### src/rtl/svc_ascii_pkg.sv
// svc_ascii_pkg: shared ASCII control-character constants and classifiers
package svc_ascii_pkg;

    localparam logic [7:0] ASCII_BS  = 8'h08;
    localparam logic [7:0] ASCII_LF  = 8'h0A;
    localparam logic [7:0] ASCII_CR  = 8'h0D;
    localparam logic [7:0] ASCII_DEL = 8'h7F;

    function automatic logic is_term(input logic [7:0] c);
        return c == ASCII_CR || c == ASCII_LF;
    endfunction

    function automatic logic is_erase(input logic [7:0] c);
        return c == ASCII_BS || c == ASCII_DEL;
    endfunction

endpackage

### src/rtl/uart_line_rx_if.sv
// uart_line_rx_if: received-byte strobe in, assembled line with ready handshake out
interface uart_line_rx_if #(
    parameter int MAX_LEN = 128
);

    localparam int MSG_WIDTH = 8*MAX_LEN;
    localparam int LEN_WIDTH = $clog2(MAX_LEN+1);

    logic                 s_valid;
    logic [7:0]           s_char;
    logic                 m_valid;
    logic [MSG_WIDTH-1:0] m_msg;
    logic [LEN_WIDTH-1:0] m_len;
    logic                 m_overflow;
    logic                 m_ready;

    modport slave (
        input  s_valid, s_char, m_ready,
        output m_valid, m_msg, m_len, m_overflow
    );

    modport master (
        output s_valid, s_char, m_ready,
        input  m_valid, m_msg, m_len, m_overflow
    );

endinterface

### src/rtl/uart_line_rx.sv
// uart_line_rx: assembles UART bytes into CR/LF-terminated lines with erase and overflow tracking
module uart_line_rx
    import svc_ascii_pkg::*;
#(
    parameter int MAX_LEN = 128
) (
    input logic          clk,
    input logic          rst,
    uart_line_rx_if.slave rx
);

    localparam int MSG_WIDTH = 8*MAX_LEN;
    localparam int LEN_WIDTH = $clog2(MAX_LEN+1);

    typedef enum logic {COLLECT, PENDING} state_e;

    state_e               state_q, state_d;
    logic [MSG_WIDTH-1:0] buf_q, buf_d;
    logic [LEN_WIDTH-1:0] len_q, len_d;
    logic                 ovf_q, ovf_d;
    logic                 loss_q, loss_d;

    logic term, erase, ord, empty, full;

    assign term  = is_term(rx.s_char);
    assign erase = is_erase(rx.s_char);
    assign ord   = rx.s_valid && !term && !erase;
    assign empty = len_q == '0;
    assign full  = len_q == LEN_WIDTH'(MAX_LEN);

    always_comb begin
        state_d = state_q;
        buf_d   = buf_q;
        len_d   = len_q;
        ovf_d   = ovf_q;
        loss_d  = loss_q;
        if (state_q == COLLECT) begin
            if (rx.s_valid && erase && !empty) begin
                buf_d = buf_q >> 8;
                len_d = len_q - LEN_WIDTH'(1);
            end else if (rx.s_valid && term && !empty) begin
                state_d = PENDING;
            end else if (ord && full) begin
                ovf_d = 1'b1;
            end else if (ord) begin
                buf_d = (buf_q << 8) | MSG_WIDTH'(rx.s_char);
                len_d = len_q + LEN_WIDTH'(1);
            end
        end else if (rx.m_ready) begin
            // a byte arriving with the handshake seeds the next line
            state_d = COLLECT;
            buf_d   = ord ? MSG_WIDTH'(rx.s_char) : '0;
            len_d   = ord ? LEN_WIDTH'(1) : '0;
            ovf_d   = loss_q;
            loss_d  = 1'b0;
        end else if (rx.s_valid) begin
            loss_d = 1'b1;
        end
    end

    always_ff @(posedge clk) begin
        if (rst) begin
            state_q <= COLLECT;
            buf_q   <= '0;
            len_q   <= '0;
            ovf_q   <= 1'b0;
            loss_q  <= 1'b0;
        end else begin
            state_q <= state_d;
            buf_q   <= buf_d;
            len_q   <= len_d;
            ovf_q   <= ovf_d;
            loss_q  <= loss_d;
        end
    end

    assign rx.m_valid    = state_q == PENDING;
    assign rx.m_msg      = buf_q;
    assign rx.m_len      = len_q;
    assign rx.m_overflow = ovf_q;

endmodule

### src/flat_wrapper.sv
// flat-port wrapper written by rule: the top's interface ports become plain ports
module uart_line_rx_flat import svc_ascii_pkg::*;
#(
    parameter int MAX_LEN = 128
)
  (clk, rst, rx_s_valid, rx_s_char, rx_m_ready, rx_m_valid, rx_m_msg, rx_m_len, rx_m_overflow);
  uart_line_rx_if #(.MAX_LEN(MAX_LEN)) rx_i ();
  input logic clk;
  input logic rst;
  input wire logic [$bits(rx_i.s_valid)-1:0] rx_s_valid;
  input wire logic [$bits(rx_i.s_char)-1:0] rx_s_char;
  input wire logic [$bits(rx_i.m_ready)-1:0] rx_m_ready;
  output wire logic [$bits(rx_i.m_valid)-1:0] rx_m_valid;
  output wire logic [$bits(rx_i.m_msg)-1:0] rx_m_msg;
  output wire logic [$bits(rx_i.m_len)-1:0] rx_m_len;
  output wire logic [$bits(rx_i.m_overflow)-1:0] rx_m_overflow;
  assign rx_i.s_valid = rx_s_valid;
  assign rx_i.s_char = rx_s_char;
  assign rx_i.m_ready = rx_m_ready;
  assign rx_m_valid = rx_i.m_valid;
  assign rx_m_msg = rx_i.m_msg;
  assign rx_m_len = rx_i.m_len;
  assign rx_m_overflow = rx_i.m_overflow;
  uart_line_rx #(.MAX_LEN(MAX_LEN)) u_core (.clk(clk), .rst(rst), .rx(rx_i));
endmodule
### config.mk
export PLATFORM = sky130hd
export DESIGN_NAME = uart_line_rx_flat
export DESIGN_NICKNAME = d
export VERILOG_FILES = /design/src/rtl/svc_ascii_pkg.sv /design/src/rtl/uart_line_rx_if.sv /design/src/rtl/uart_line_rx.sv /design/src/flat_wrapper.sv
export SDC_FILE = /design/constraint.sdc
export NUM_CORES = 2
export LEC_CHECK = 0
export ABC_AREA = 1
export CAP_MARGIN = 20
export CORE_AREA = 8 8 407 409
export CTS_BUF_LIST = sky130_fd_sc_hd__clkbuf_8 sky130_fd_sc_hd__clkbuf_16
export CTS_CLUSTER_DIAMETER = 30
export CTS_CLUSTER_SIZE = 25
export DETAILED_ROUTE_END_ITERATION = 7
export DIE_AREA = 0 0 415 417
export PLACE_DENSITY = 0.53
export SLEW_MARGIN = 20
export SYNTH_ARGS = -nofsm -noshare
export SYNTH_HDL_FRONTEND = slang
export SYNTH_SLANG_ARGS = --single-unit
### constraint.sdc
create_clock -name clk -period 7.8 [get_ports clk]
set_clock_uncertainty 0.15 [all_clocks]
set_input_delay 0.78 -clock clk [delete_from_list [all_inputs] [get_ports clk]]
set_output_delay 0.78 -clock clk [all_outputs]
set_load 0.05 [all_outputs]
==> summary.txt <==
Outcome
  – Status: complete, no violations

Timing
  – Slew @ Worst Pin: 1.359 ns
  – Final Hold Vio Count: 0
  – Slew margin rel.: 0.09405
  – TNS Setup: 0 ns
  – RSZ-0062 raised after global routing: false
  – Final worst-path cycle share: 0.6051
  – WHS: ~0.28 ns
  – Endpoints failing setup: 0
  – Fmax: approximately 210 MHz
  – Final critical-path required period: 4.719 ns
  – Pins Over Slew Limit: 0

GRT
  – Largest net degree at the start of global routing: 221
  – Initial antenna violation count: 7
  – Total GRT Usage: 0.2350
  – First-pass GRT wire length: between 300000 and 400000 um
  – Vias in the first global route: between 40000 and 50000
  – Grt ovf: 0

Logic synthesis
  – Post-synthesis net count: 5892
  – Post-synthesis sequential area ratio: 0.4417
  – Netlist cell types: 36
  – Ys flop type: dfxtp_1
  – Asr flop ratio synth: 0
  – Count of warnings emitted by yosys: 0
  – Avg Cell Area, Syn: 7.983 um^2
  – EDFF count, synth: 0
  – Top-count cell post-synth: nand2_1
  – Post-synth top area share: 0.4417
  – Synth top area cells: dfxtp_1 44%, o211ai_1 16%, or2_2 13%
  – Post-Syn Area: 46910 um^2
  – Top cell type by total area after synthesis: dfxtp_1
  – Post-Syn Instances: 5876
  – Flops & latches, synth: approximately 1000
  – Leading cell types by count after synthesis: 1129 x nand2_1, 1035 x dfxtp_1, 1032 x a21oi_1, 1007 x o211ai_1, 944 x or2_2

Worst setup path
  – CP Max Fanout: 122
  – Critical Path Start Type: primary input
  – CP Data Required Time: 8.42 ns
  – Critical path arrival: 5.34 ns
  – Crit path capture type: flip-flop
  – Critical path type: in -> reg

Clock tree
  – Hold Buf Count CTS: 0
  – Setup bufs post-CTS: 0
  – CTS tree: done
  – Post_cts resized: 0
  – H-tree level count: 5
  – Clk sink count: about 1000
  – CTS Buf Count: 318
  – Clk_lat worst skew: about 0.9 ns
  – Worst-path clk slew: roughly 0.04 ns
  – Root buffer cell: clkbuf_16
  – Longest Clk Path Bufs: 4

Final layout
  – Syn-to-layout area delta: 46.48%
  – Total Nets Final: 6737
  – Layout cell share with drive strength beyond 1: 0.2169

Power
  – Pint: 0.01438 W
  – Clk pwr share: 0.680
  – Seq pwr share: 0.291
  – Peak supply drop: 0.2262 mV
  – Pleak: between 20 and 30 nW
  – Combinational Power Share: 0.029
  – P_sw: 0.003992 W
  – Pwr/cell area: 267.5 nW/um^2
  – Switching share of power: 0.2172

Die
  – Core area: 159300 um^2
  – Die area: 173100 um^2
  – Placement Rows: 147
  – Die H: 417 um
  – Die W: 415 um
  – IO Pins: roughly 1000
  – Initial core utilization: 0.2945

Routing
  – Routed len/inst: 24.16 um
  – DRC: 0
  – 1st-pass router iterations: 6
  – Detailed Route Iter0 Violations: between 5000 and 6000
  – Vias per cell: 5.269
  – Drt total wl: 218100 um
  – Via count: around 48000
  – Routed Antenna Nets: 0

Placed design
  – Gpl congestion: 0.9130
  – # port buffers: 1045
  – Post-DP HPWL: 144800 um

Flow run
  – Max_cap viols: 0

Hold path
  – Type of the worst min-delay path: in -> reg
-- power by group through the flow --
stage	clock network [W]	logic [W]	registers, W
6_report	0.0125	0.000532	0.00535
5_1_grt	0.0130	0.000564	0.00535
4_1_cts	0.0127	0.000535	0.00535
3_5_place_dp	0	0.000534	0.00544
3_3_place_gp	0	0.000535	0.00544
2_1_floorplan	0	0.000331	0.00548
-- logic make-up (layout without fill, tap and decap cells) --
logic type,Yosys count,count (layout),synth area share
XOR/XNOR,1,1,0.0001868
adder cells (fa/ha/maj),4,4,0.001067
flip-flops,1035,1035,0.4417
AND/OR/NAND/NOR,2140,2140,0.2239
buffers and inverters,631,1695,0.05802
other,0,4,0
AO/OA/AOI/OAI,2065,2065,0.2751
-- critical path, cell delays in order --
cell             delay (ns)
clkdlybuf4s50_1        0.56
nand2_1                0.10
nor2_1                 0.14
nand2_1                0.10
nand2_4                0.20
nand2_8                0.48
nand2_2                0.37
inv_2                  0.16
o21ai_2                0.14
nand2_8                0.52
nor2_8                 0.78
buf_12                 0.49
o211ai_1               0.17
a21oi_1                0.17
-- flip-flops by register name, indices dropped and copies added (netlist names) --
signal and count:
u_core.rx.m_overflow 1, u_core.rx.m_msg 1024, u_core.rx.m_len 8, u_core.rx.m_valid 1
u_core.loss_q 1
-- final cells by class --
class | instances | area, um^2
Fill cell | 15586 | 90570
Multi-Input combinational cell | 4210 | 23490
Sequential cell | 1035 | 20720
Timing Repair Buffer | 1094 | 11140
Clock buffer | 392 | 9077
Tap cell | 2086 | 2610
Clock inverter | 147 | 1425
Inverter | 62 | 240.2
Antenna cell | 4 | 10.01
-- cell usage in the layout, fill, tap and decap left out, drive strengths merged --
cell	n
nand2	1134
clkdlybuf4s50	1044
dfxtp	1035
a21oi	1033
o211ai	1007
or2	944
clkbuf	392
inv	106
clkinv	68
buf	50
bufinv	28
nand3	27
nor2	27
a31oi	8
a211oi	8
clkinvlp	7
diode	4
ha	4
o21ai	4
nor3	4
nand4	2
nand3b	2
o22ai	1
o21bai	1
a32oi	1
o311ai	1
a21boi	1
xor2	1
-- path summary, 6_finish.rpt --
check | start | to | slack (ns) | cells after the start
max | rx_s_char[3] | u_core.rx.m_msg[844]$_SDFFE_PP0P_ | 3.08 | 14
max reg2reg | u_core.rx.m_len[4]$_SDFFE_PP0P_ | u_core.rx.m_msg[844]$_SDFFE_PP0P_ | 3.19 | 13
min | rst | u_core.rx.m_msg[135]$_SDFFE_PP0P_ | 0.28 | 2
min reg2reg | u_core.rx.m_msg[25]$_SDFFE_PP0P_ | u_core.rx.m_msg[25]$_SDFFE_PP0P_ | 0.33 | 2
-- metrics by stage --
step / instances / cell area (um^2) / util / worst slack (ns) / total power, W
final: 9030 / 68710 / 0.4314 / 3.081 / 0.01838
after global routing: 9028 / 68700 / 0.4313 / 2.739 / 0.01895
after CTS: 9026 / 68690 / 0.4313 / 3.085 / 0.01858
after detailed placement: 8487 / 58190 / 0.3653 / 2.178 / 0.005973
after global placement: 8487 / 58190 / 0.3653 / 2.214 / 0.005974
after floorplan: 5876 / 46910 / - / 4.457 / 0.005813
-- per-layer routing --
layer	up-vias	wire length, um	part of all wire	GRT usage
met2	1621	104000	0.48	0.3840
li1	22313	-	-	-
met5	-	0	0	0
met3	387	14360	0.066	0.06674
met4	0	10280	0.047	0.1102
met1	23256	89520	0.41	0.2857
(Power assumes the default switching activity.)
